[config.mk]
export PLATFORM = sky130hd
export DESIGN_NAME = sim_uart_rx
export DESIGN_NICKNAME = d
export VERILOG_FILES = /design/src/rtl/sim_uart_rx.sv
export SDC_FILE = /design/constraint.sdc
export NUM_CORES = 1
export LEC_CHECK = 0
export CAP_MARGIN = 10
export CELL_PAD_IN_SITES_DETAIL_PLACEMENT = 1
export CELL_PAD_IN_SITES_GLOBAL_PLACEMENT = 1
export CORE_ASPECT_RATIO = 0.5
export CORE_MARGIN = 10
export CORE_UTILIZATION = 35
export CTS_BUF_LIST = sky130_fd_sc_hd__clkbuf_4 sky130_fd_sc_hd__clkbuf_8
export CTS_CLUSTER_DIAMETER = 40
export CTS_CLUSTER_SIZE = 16
export DETAILED_ROUTE_END_ITERATION = 7
export GPL_ROUTABILITY_DRIVEN = 0
export PLACE_DENSITY = 0.64
export RECOVER_POWER = 100
export SYNTH_ARGS = -nofsm -noshare
export SYNTH_HDL_FRONTEND = slang
export SYNTH_SLANG_ARGS = --single-unit
export TNS_END_PERCENT = 20
[constraint.sdc]
create_clock -name clk -period 3 [get_ports clk]
set_clock_uncertainty 0.1 [all_clocks]
set_input_delay 0.6 -clock clk [delete_from_list [all_inputs] [get_ports clk]]
set_output_delay 0.6 -clock clk [all_outputs]
set_load 0.02 [all_outputs]
[src/rtl/sim_uart_rx.sv]
// sim_uart_rx -- receive-side UART for the simulation top.
// Turns the DUT's uart_tx serial stream into bytes and queues them in a small
// first-word-fall-through FIFO. A bench-side valid/ready port drains the FIFO.
// Optional build macros:
//   UART_RX_PARITY_EN : expect an even parity bit between data and stop (8E1).
//   CLOCK_25MHz       : default CLK_HZ becomes 25 MHz instead of 100 MHz.
// CLKS_PER_BIT (CLK_HZ/BAUD) must be at least 8 for the mid-bit sampling to hold.
module sim_uart_rx #(
`ifdef CLOCK_25MHz
    parameter int CLK_HZ     = 25000000,
`else
    parameter int CLK_HZ     = 100000000,
`endif
    parameter int BAUD       = 115200,
    parameter int FIFO_DEPTH = 16
) (
    input  logic                          clk,
    input  logic                          rst_n,
    input  logic                          rx,
    output logic [7:0]                    out_data,
    output logic                          out_valid,
    input  logic                          in_ready,
    output logic                          frame_err,
    output logic                          overrun,
    output logic [$clog2(FIFO_DEPTH):0]   fifo_count
);

    localparam int CLKS_PER_BIT = CLK_HZ / BAUD;
    // $clog2(N) bits are enough to hold N-1, the largest tick reload value
    localparam int TW = $clog2(CLKS_PER_BIT);
    localparam int AW = $clog2(FIFO_DEPTH);
    localparam int CW = AW + 1;

    localparam logic [TW-1:0] TICK_FULL = TW'(CLKS_PER_BIT - 1);
    localparam logic [TW-1:0] TICK_HALF = TW'(CLKS_PER_BIT / 2 - 1);
    localparam logic [CW-1:0] COUNT_MAX = CW'(FIFO_DEPTH);

    typedef enum logic [2:0] {
        S_IDLE   = 3'd0,
        S_START  = 3'd1,
        S_DATA   = 3'd2,
        S_STOP   = 3'd3,
        S_BREAK  = 3'd4
`ifdef UART_RX_PARITY_EN
        ,
        S_PARITY = 3'd5
`endif
    } state_t;

    // ------------------------------------------------------------------
    // Line synchronizer
    // ------------------------------------------------------------------
    logic sync_meta_reg;
    logic rxs_reg;

    // Two-flop synchronizer; both flops idle high so reset never looks like a start bit
    always_ff @(posedge clk or negedge rst_n) begin
        if (!rst_n) begin
            sync_meta_reg <= 1'b1;
            rxs_reg       <= 1'b1;
        end else begin
            sync_meta_reg <= rx;
            rxs_reg       <= sync_meta_reg;
        end
    end

    // ------------------------------------------------------------------
    // Frame decoder FSM
    // ------------------------------------------------------------------
    state_t          state_reg, state_next;
    logic [TW-1:0]   tick_reg, tick_next;
    logic [2:0]      bit_idx_reg, bit_idx_next;
    logic [7:0]      shift_reg;
    logic            tick_done;
`ifdef UART_RX_PARITY_EN
    logic            parity_err_reg, parity_err_next;
`endif

    assign tick_done = (tick_reg == '0);

    // State register plus the counters that travel with the state
    always_ff @(posedge clk or negedge rst_n) begin
        if (!rst_n) begin
            state_reg      <= S_IDLE;
            tick_reg       <= '0;
            bit_idx_reg    <= '0;
`ifdef UART_RX_PARITY_EN
            parity_err_reg <= 1'b0;
`endif
        end else begin
            state_reg      <= state_next;
            tick_reg       <= tick_next;
            bit_idx_reg    <= bit_idx_next;
`ifdef UART_RX_PARITY_EN
            parity_err_reg <= parity_err_next;
`endif
        end
    end

    // Next-state logic: count ticks down to mid-bit, then act on the sampled line
    always_comb begin
        state_next      = state_reg;
        tick_next       = tick_reg;
        bit_idx_next    = bit_idx_reg;
`ifdef UART_RX_PARITY_EN
        parity_err_next = parity_err_reg;
`endif
        case (state_reg)
            S_IDLE: begin
                if (!rxs_reg) begin
                    tick_next  = TICK_HALF;
                    state_next = S_START;
                end
            end
            S_START: begin
                if (!tick_done) begin
                    tick_next = tick_reg - TW'(1);
                end else if (rxs_reg) begin
                    // Line went back high before mid start bit: treat as a glitch
                    state_next = S_IDLE;
                end else begin
                    tick_next       = TICK_FULL;
                    bit_idx_next    = 3'd0;
`ifdef UART_RX_PARITY_EN
                    parity_err_next = 1'b0;
`endif
                    state_next      = S_DATA;
                end
            end
            S_DATA: begin
                if (!tick_done) begin
                    tick_next = tick_reg - TW'(1);
                end else begin
                    tick_next    = TICK_FULL;
                    bit_idx_next = bit_idx_reg + 3'd1;
                    if (bit_idx_reg == 3'd7) begin
`ifdef UART_RX_PARITY_EN
                        state_next = S_PARITY;
`else
                        state_next = S_STOP;
`endif
                    end
                end
            end
`ifdef UART_RX_PARITY_EN
            S_PARITY: begin
                if (!tick_done) begin
                    tick_next = tick_reg - TW'(1);
                end else begin
                    // Even parity: the parity bit must equal the XOR of the data bits
                    parity_err_next = rxs_reg ^ (^shift_reg);
                    tick_next       = TICK_FULL;
                    state_next      = S_STOP;
                end
            end
`endif
            S_STOP: begin
                if (!tick_done) begin
                    tick_next = tick_reg - TW'(1);
                end else if (rxs_reg) begin
                    // Back to IDLE mid stop bit so a following start edge is not missed
                    state_next = S_IDLE;
                end else begin
                    state_next = S_BREAK;
                end
            end
            S_BREAK: begin
                if (rxs_reg) begin
                    state_next = S_IDLE;
                end
            end
            default: begin
                state_next = S_IDLE;
            end
        endcase
    end

    logic capture_bit;
    logic stop_sample;
    logic frame_ok;
    logic push;
    logic frame_err_set;

    // Output decode: strobes derived from the current state and tick expiry
    always_comb begin
        capture_bit   = (state_reg == S_DATA) && tick_done;
        stop_sample   = (state_reg == S_STOP) && tick_done;
`ifdef UART_RX_PARITY_EN
        frame_ok      = rxs_reg && !parity_err_reg;
`else
        frame_ok      = rxs_reg;
`endif
        push          = stop_sample && frame_ok;
        frame_err_set = stop_sample && !frame_ok;
    end

    // One flop per data bit, each loaded when its index is sampled (LSB first)
    genvar gi;
    generate
        for (gi = 0; gi < 8; gi++) begin : g_shift
            always_ff @(posedge clk or negedge rst_n) begin
                if (!rst_n) begin
                    shift_reg[gi] <= 1'b0;
                end else if (capture_bit && (bit_idx_reg == 3'(gi))) begin
                    shift_reg[gi] <= rxs_reg;
                end
            end
        end
    endgenerate

    // ------------------------------------------------------------------
    // Byte FIFO (first-word fall-through via a registered head)
    // ------------------------------------------------------------------
    logic [7:0]    mem [FIFO_DEPTH];
    logic [AW-1:0] wr_ptr_reg, rd_ptr_reg;
    logic [AW-1:0] wr_ptr_next, rd_ptr_next;
    logic [CW-1:0] count_reg, count_next;
    logic [7:0]    head_reg;
    logic          frame_err_reg;
    logic          overrun_reg;
    logic          pop;
    logic          push_ok;
    logic          drop;

    // FIFO control: a full FIFO still accepts a push when a pop frees a slot the same cycle
    always_comb begin
        pop         = (count_reg != '0) && in_ready;
        push_ok     = push && ((count_reg != COUNT_MAX) || pop);
        drop        = push && !push_ok;
        wr_ptr_next = push_ok ? (wr_ptr_reg + AW'(1)) : wr_ptr_reg;
        rd_ptr_next = pop ? (rd_ptr_reg + AW'(1)) : rd_ptr_reg;
        count_next  = count_reg + CW'(push_ok) - CW'(pop);
    end

    // Storage array; written only, no reset so it maps onto RAM
    always_ff @(posedge clk) begin
        if (push_ok) begin
            mem[wr_ptr_reg] <= shift_reg;
        end
    end

    // Pointers and occupancy
    always_ff @(posedge clk or negedge rst_n) begin
        if (!rst_n) begin
            wr_ptr_reg <= '0;
            rd_ptr_reg <= '0;
            count_reg  <= '0;
        end else begin
            wr_ptr_reg <= wr_ptr_next;
            rd_ptr_reg <= rd_ptr_next;
            count_reg  <= count_next;
        end
    end

    // Registered read of the next head; bypass the write when it lands on that slot
    always_ff @(posedge clk or negedge rst_n) begin
        if (!rst_n) begin
            head_reg <= 8'h00;
        end else if (push_ok && (wr_ptr_reg == rd_ptr_next)) begin
            head_reg <= shift_reg;
        end else begin
            head_reg <= mem[rd_ptr_next];
        end
    end

    // Single-cycle status pulses
    always_ff @(posedge clk or negedge rst_n) begin
        if (!rst_n) begin
            frame_err_reg <= 1'b0;
            overrun_reg   <= 1'b0;
        end else begin
            frame_err_reg <= frame_err_set;
            overrun_reg   <= drop;
        end
    end

    assign out_data   = head_reg;
    assign out_valid  = (count_reg != '0);
    assign fifo_count = count_reg;
    assign frame_err  = frame_err_reg;
    assign overrun    = overrun_reg;

endmodule

* After elaboration in Yosys (flattened, before gate mapping)
Memories as Yosys holds them, arrays and structs flattened. A register that Yosys moved wholly into a read port is not among the register bits.
Index checks and enable logic that the tools add are counted.
** Word-level totals
- Flip-flop bits (word level) :: 41
- RAM bits :: 128
- Input bits :: 4
- Output and inout bits :: 16
- Logic and storage cells :: 96
- Memories kept :: 1
** Memories
- mem :: depth 16, width 8, rd ports 1, clocked after memory_dff 1, write ports 1, line 214 : logic [7:0] mem [FIFO_DEPTH];
** Cells by class
- Add/sub/neg operators :: 6
- Eq/ne operators :: 21
- Multiplexer cells :: 22
- Reduce and logical (&&, ||, !) cells :: 28
** Operators with widths (number)
- $mux 10 :: 5
- $pmux 10 s4 :: 1
- $mux 3 :: 10
- $ne 2x2->1 const B :: 8
- $eq 3x3->1 const B :: 5
- $logic_and 1x1->1 :: 15
- $pmux 3 s5 :: 1
- $eq 3x2->1 const B :: 4
- $logic_not 10->1 :: 1
- $sub 10x1->10 const B :: 1
- $add 4x1->4 const B :: 2
- $reduce_and 4->1 :: 2
- $eq 3x1->1 const B :: 2
- $logic_not 3->1 :: 2
- $pmux 3 s2 :: 1
- $reduce_and 6->1 :: 1
- $add 5x1->5 :: 1
- $ne 5x5->1 const B :: 1
- $reduce_bool 5->1 :: 1
- $sub 5x1->5 :: 1
- $mux 4 :: 1
- $reduce_bool 4->1 :: 1
- $add 3x1->3 const B :: 1
- $logic_not 1->1 :: 3
- 5 further kinds :: 6

* Logic depth before layout (Yosys ltp)
Gate-level depths: netlist (run 1).
- Depth after elaboration :: 6
- Mapped depth :: 17
- Mapped depth without buffers :: 16

* Worst setup path before layout (run 1)
OpenSTA, ideal clock, no wires.
- Path kind :: reg-to-reg
- Start point :: register tick_reg[0]
- End point :: register count_reg[4] (netlist: fifo_count[4])
- Arrival :: 2.971 ns
- Data required time :: 2.775 ns
- Path slack :: -0.196 ns
- Cell stages (with the launch flop) :: 18
- Buffers on the path :: 1
- Period minus slack after synthesis :: 3.196 ns
- Cells stage by stage :: dfrtp_1 -> inv_1 -> ha_1 -> or3b_1 -> nor3_2 -> and4_1 -> buf_2 -> inv_1 -> ha_1 -> inv_1 -> ha_1 -> inv_1 -> fa_1 -> inv_1 -> a21oi_1 -> nor2_1 -> nor2_1 -> xnor2_1
** On the way
- Longest elaborated chain between the ends :: 6
** RTL lines
- start, declared :: line 71 : logic [TW-1:0] tick_reg, tick_next;
- start signal, assigned :: line 92 : tick_reg <= tick_next;
- $logic_not 10->1 :: line 79 : assign tick_done = (tick_reg == '0);
- $logic_and 1x1->1 :: line 187 : stop_sample = (state_reg == S_STOP) && tick_done;
- $logic_and 1x1->1 :: line 193 : push = stop_sample && frame_ok;
- $logic_and 1x1->1 :: line 228 : push_ok = push && ((count_reg != COUNT_MAX) || pop);
- $add 5x1->5 :: line 232 : count_next = count_reg + CW'(push_ok) - CW'(pop);
- $sub 5x1->5 :: line 232
- net count_next[4] :: line 217 : logic [CW-1:0] count_reg, count_next;
- end signal, assigned :: line 251 : count_reg <= count_next;
- end, declared :: line 217
The timed path passes the listed nets, and every way through them passes these cells.
A chain may end at the register's enable or synchronous reset.

* Worst setup path in the final report (run 1)
- Start point :: register tick_reg[0]
- End point :: register count_reg[3] (netlist: fifo_count[3])
The elaborated chain is that of the path after synthesis.

==> metrics.md, run 1 <==
| Metric | Value |
|---|---|
| Vias in the first global route | `6,388` |
| TritonCTS clock tree | `yes` |
| Max-slew violations | `0` |
| Hold depth | `0` |
| Area growth syn-to-layout | `16.0%` |
| Final wirelength | `23,500 um` |
| Post-synthesis instance total | `681` |
| Top sig layer | `met4` |
| Mapped Nets | `704` |
| Cell Area, Synth | `8770 um2` |
| Share of the synthesized area in the top cell type | `0.438` |
| CP required | `3.31 ns` |
| Ys flop type | `edfxtp_1` |
| Fin. Hold Viols | `0` |
| Initial antenna violation count | `0` |
| Total power | `7.94 mW` |
| Static Leakage | `3.94 nW` |
| DP HPWL | `15,700 um` |
| Register area share after synthesis | `0.578` |
| Largest net degree at the start of global routing | `39` |
| Routed met1 length | `10,700 um` |
| Slew @ Worst Pin | `0.829 ns` |
| Iter 0 DRT Violations | `333` |
| Post-route setup TNS | `0 ns` |
| # port buffers | `19` |
| Most frequent cell after synthesis | `edfxtp_1` |
| # H-tree levels | `4` |
| N_diodes | `0` |
| Crit Path Class | `reg2reg` |
| Crit path capture type | `register` |
| HP Class | `reg2reg` |
| Yosys top cell by area | `edfxtp_1` |
| First-pass GRT wire length | `36,800 um` |
| Synth cell count leaders | `edfxtp_1 (128), a221oi_1 (70), nor2_1 (54)` |
| Worst setup path start | `tick_reg[0]` |
| Yosys reg bits | `177` |
| Worst VDD drop | `453 uV` |
| Power Density | `780 nW/um2` |
| Post-synth EDFFs | `128` |
| Initial core utilization | `0.361` |
| DR vias | `6,153` |
| Worst R2R End | `fifo_count[3]` |
| Cts bufs inserted | `17` |
| Status | `complete, no violations` |
| Final Setup Violations | `0` |
| Post-Route Utilization | `0.418` |
| DRC Markers | `0` |
| Mean area per synthesized cell | `12.9 um2` |
| Placed cell count | `1,041` |
| Fraction of layout cells with a size suffix above 1 | `0.212` |
| Top cells by area, synth | `edfxtp_1 (44%), dfrtp_1 (13%), a221oi_1 (7.0%)` |
| R2r setup slk | `0.13 ns` |
| Max Cap Viol | `0` |
| Synth unique cells | `71` |
| DR vias/cell | `5.69` |
| Arr. time, crit path | `3.19 ns` |
| YS warnings | `0` |
| Clock root buffer | `clkbuf_8` |
| Fin crit period | `2.87 ns` |
| Relative slew slack | `0.447` |
| Total track usage | `0.145` |
| Die Wd | `244 um` |
| Worst r2r src | `tick_reg[0]` |
| Clock sink total | `177` |
| Final period util | `0.958` |
| Longest Clk Path Bufs | `2` |
| Met2 wire length | `11,800 um` |
| WHS Endpoint | `frame_ok` |
| CP Max Fanout | `2` |
| Die Footprint | `32,200 um2` |
| Clk pin slew, worst setup/hold paths | `0.10 ns` |
| Pre-antenna DRT Iters | `5` |
| Top-level port count | `20` |
| Post-synth ARST share | `0.277` |
| Core Rows | `40` |
| Max reg flops | `128` |
| Core Area | `24,300 um2` |
| Fmax | `348 MHz` |
| Clock Latency Late Sink | `0.49 ns` |
| Routed WL per cell | `21.7 um` |
| Type of origin of the critical path | `register` |
| Hold Crit Start | `sync_meta_reg` |
| Grt ovf | `0` |
| Die H | `132 um` |
| Register-to-Register Path Depth | `14` |
| Non-filler instance count after layout | `1,082` |
| Routed Antenna Nets | `0` |
| Met3 WL | `742 um` |
| Fin nets | `756` |
## critical path, stage by stage, from the launching register on
cell and delay [ns]:
dfrtp_1 0.41, inv_2 0.09, ha_4 0.13, or3b_4 0.40
nor3_4 0.15, and4_1 0.23, inv_1 0.08, ha_4 0.26
inv_2 0.04, ha_4 0.15, buf_4 0.13, buf_4 0.12
a21o_1 0.15, a21oi_1 0.18, xor2_1 0.17
## worst max path at each step
stage                     cells past startpoint       endpoint  slack (ns)
final                                        14  fifo_count[3]        0.13
after global routing                         16  fifo_count[4]       -0.02
after CTS                                    16  fifo_count[4]       -0.02
after detailed placement                     15  fifo_count[4]       -0.12
after global placement                       15  fifo_count[4]       -0.02
after floorplan                              17  fifo_count[4]        0.03
## layer usage
layer	vias to the layer above	GRT usage
met4	0	0.0350
met2	96	0.248
met1	3202	0.182
li1	2836	-
met3	19	0.0305
met5	-	0
## layout by cell type (no fill, tap or decap), drive strengths merged, types with 4 or more instances in the layout
master         netlist  final
nand2               28     28
o22ai                8      8
o211ai               9      9
a21o                 8      8
o22a                10     10
o21ai               18     18
o311ai              10     10
nor3                14     14
a21oi               17     17
or3                  5      5
a31oi                5      5
clkdlybuf4s50        0      4
clkinv               0      6
ha                  18     18
xnor2               11     11
mux2                24     24
clkbuf              23     21
dlygate4sd3          0     14
mux4                 8      8
mux2i               31     31
buf                 26     59
edfxtp             128    128
a22oi                8      8
inv                 23     28
a221oi              70     70
o221ai               7      7
o32ai                7      7
nand2b               4      4
and3                 4      4
nor2                54     54
nand3               16     16
dfrtp               47     47
## cell type report
class                      instances  area [um2]
fill                            2575       14200
sequential                       177        5080
multi-input combinational        432        3440
timing repair buffer              82         689
tap                              336         420
clock buffer                      17         234
clock inverter                    15         225
inverter                          23        86.3
## metrics by stage
stage          hold WS (ns)  instance area [um2]  setup slack [ns]
6_report              0.265                10200             0.125
5_1_grt               0.271                10200           -0.0182
4_1_cts               0.266                10100           -0.0199
3_5_place_dp          0.251                 9590            -0.120
2_1_floorplan         0.204                 8780            0.0285
3_3_place_gp          0.250                 9590           -0.0209
## power by group
group | switching, mW | internal (mW)
combinational | 1.95 | 1.24
clock | 0.991 | 0.868
sequential | 0.154 | 2.73
## what timing repair did
| item | CTS | global route |
|---|---|---|
| buffers inserted | 5 | 3 |
| hold buffers | 1 | 0 |
| endpoints found under the setup margin | 1 | 5 |
| hold endpoints to repair | 10 | 0 |
| gates resized for setup | 6 | 6 |
| pin swaps | 8 | 4 |
## cell families after synthesis
kind of cell | Yosys count | share of synthesized area
and+or+nand+nor | 139 | 0.0776
DFF | 177 | 0.578
xor gates and xnor gates | 14 | 0.0140
AOI/OAI and AO/OA | 197 | 0.178
adders and majority gates | 19 | 0.0280
muxes | 63 | 0.0867
buffers and inverters | 72 | 0.0378
Note: power is estimated with default switching activity, not from simulation.
==> run 2, diff against run 1 <==
Settings changed: CTS_BUF_LIST sky130_fd_sc_hd__clkbuf_4 sky130_fd_sc_hd__clkbuf_8 to sky130_fd_sc_hd__clkbuf_4.
==> run 2 against run 1 <==
Via count shrank 1.0%. Setup slack worse by 0.069 ns. Die area did not move. Clock power shrank 16%. Sequential power about the same. Global-route usage down 0.22 points. Final cell count shrank 0.28%. Combinational power is essentially flat. Clock-buffer cell count is the same. Fmax decreased by 2.3%. Flip-flop and latch count unchanged. Critical endpoint is now fifo_count[4]. Sequential share of layout area rose by 0.68 points. Critical path type unchanged.
==> metrics.md, run 2 (same netlist as run 1, synthesis figures left out) <==
| Metric | Value |
|---|---|
| Area growth syn-to-layout | `14.4%` |
| Static Leakage | `3.86 nW (-1.9%)` |
| First-pass GRT wire length | `36,400 um (-0.98%)` |
| Max Cap Viol | `0 (unchanged)` |
| Die Wd | `244 um (unchanged)` |
| N_diodes | `0 (unchanged)` |
| Power Density | `762 nW/um2 (-2.4%)` |
| Longest Clk Path Bufs | `2 (unchanged)` |
| Fin crit period | `2.94 ns (+0.0685 ns)` |
| DRC Markers | `0 (unchanged)` |
| # H-tree levels | `4 (unchanged)` |
| Cts bufs inserted | `17 (unchanged)` |
| Slew @ Worst Pin | `1.41 ns (+0.581 ns)` |
| Top-level port count | `20 (unchanged)` |
| Post-Route Utilization | `0.413 (-0.00561)` |
| Type of origin of the critical path | `register` |
| Final Cell Area | `10,000 um2 (-1.3%)` |
| CP Max Fanout | `3 (+1)` |
| Die Footprint | `32,200 um2 (unchanged)` |
| Iter 0 DRT Violations | `332 (-0.30%)` |
| Max-slew violations | `0 (unchanged)` |
| Routed Antenna Nets | `0 (unchanged)` |
| Core Rows | `40 (unchanged)` |
| Clock sink total | `177 (unchanged)` |
| Core Area | `24,300 um2 (unchanged)` |
| Clock root buffer | `clkbuf_4` |
| Fin. Hold Viols | `0 (unchanged)` |
| Crit path capture type | `register` |
| DR vias | `6,091 (-1.0%)` |
| Pre-antenna DRT Iters | `4 (-1)` |
| Die H | `132 um (unchanged)` |
| Final Setup Violations | `0 (unchanged)` |
| RSZ-0062 raised after global routing | `true` |
| TritonCTS clock tree | `yes` |
| Most frequent cells in the layout | `edfxtp_1 (128), a221oi_1 (70), nor2_1 (54), buf_4 (53), dfrtp_1 (46)` |
| Clock Latency Late Sink | `0.59 ns (+0.10 ns)` |
| Final wirelength | `23,100 um (-1.4%)` |
| # port buffers | `19 (unchanged)` |
| Crit Path Class | `reg2reg` |
| CP required | `3.40 ns (+0.09 ns)` |
| Initial antenna violation count | `0 (unchanged)` |
| Grt ovf | `0 (unchanged)` |
| Clk pin slew, worst setup/hold paths | `0.16 ns (+0.06 ns)` |
| Max reg flops | `128 (unchanged)` |
| Crit path capture | `fifo_count[4]` |
| Relative slew slack | `0.0599 (-0.387)` |
| Initial core utilization | `0.361 (unchanged)` |
| Total track usage | `0.143 (-0.00216)` |
| HP Class | `reg2reg` |
| Worst r2r src | `tick_reg[1]` |
| Fin nets | `753 (-0.40%)` |
| Largest net degree at the start of global routing | `39 (unchanged)` |
| Area post-placement | `9590 um2 (unchanged)` |
| DP HPWL | `15,700 um (unchanged)` |
| Worst setup path start | `tick_reg[1]` |
| Arr. time, crit path | `3.34 ns (+0.15 ns)` |
| Register-to-Register Path Depth | `16 (+2)` |
| WHS | `0.270 ns (+0.00579 ns)` |
| DR vias/cell | `5.65 (-0.73%)` |
| Routed WL per cell | `21.4 um (-1.2%)` |
| Status | `complete, no violations` |
| Vias in the first global route | `6,368 (-0.31%)` |
| R2r setup slk | `0.06 ns (-0.07 ns)` |
| Worst VDD drop | `413 uV (-8.9%)` |
| Fmax | `340 MHz (-2.3%)` |
| Final period util | `0.981 (+0.0228)` |
| Worst R2R End | `fifo_count[4]` |
| Commonest non-fill, non-tap cell in the layout | `edfxtp_1` |
| Fraction of layout cells with a size suffix above 1 | `0.207 (-0.00453)` |
==> run 2: changes by cell type in the layout (fill, tap and decap cells not counted), sizes merged <==
cell / previous run / this run
dlygate4sd3: 14 / 2
dlygate4sd2: 0 / 1
buf: 59 / 56
dlymetal6s2s: 1 / 0
clkdlybuf4s50: 4 / 16
==> run 2: what timing repair did <==
item | CTS | global route
endpoints found under the setup margin | 2 | 5
gates resized for setup | 1 | 12
pin swaps | 0 | 6
hold buffers | 1 | 0
buffers inserted | 0 | 5
hold endpoints to repair | 10 | 0
==> run 2: area by class of cell <==
type,count,area (um2)
inverters,23,86.3
well taps,336,420
flip-flops and latches,177,5080
clock inverters,15,225
clock buffers,17,128
multi-input cells,432,3440
repair buffers,79,662
fillers,2587,14300
==> run 2: critical path, cell delays in order, from the launching register on <==
cell and delay [ns]:
dfrtp_1 0.41, inv_1 0.10, ha_4 0.15, or3b_4 0.40
nor3_4 0.21, and4_4 0.26, inv_2 0.05, ha_4 0.20
inv_2 0.06, ha_4 0.13, inv_2 0.04, fa_2 0.35
inv_1 0.06, a21oi_1 0.05, nor2_1 0.11, nor2_1 0.06
xnor2_1 0.11
==> run 2: how the worst min path moves through the flow <==
stage | slack (ns) | startpoint | cells after the start | endpoint
after floorplan | 0.20 | rst_n | 0 | bit_idx_reg[0]
final | 0.27 | sync_meta_reg | 0 | frame_ok
after global placement | 0.25 | sync_meta_reg | 0 | frame_ok
after CTS | 0.26 | rst_n | 2 | tick_reg[0]
after global routing | 0.28 | sync_meta_reg | 0 | frame_ok
after detailed placement | 0.25 | sync_meta_reg | 0 | frame_ok
==> run 2: power by group <==
group	internal, mW	switching (mW)
Sequential	2.73	0.155
Combinational	1.25	1.94
Clock	0.623	0.943
==> run 2: per-layer routing <==
layer  share of wire  track usage
met3           0.049       0.0247
met1            0.44        0.181
met5               0            0
met2            0.50        0.243
met4          0.0080       0.0425
==> run 2: stage by stage <==
step	setup TNS [ns]	std cells	power [mW]	worst slack, ns
finish	0	1079	7.65	0.0569
global route	-0.167	1079	8.10	-0.0564
CTS	-0.0555	1074	7.68	-0.0555
detailed placement	-0.120	1041	6.09	-0.120
global placement	-0.0209	1041	5.98	-0.0209
floorplan	0	681	4.98	0.0285
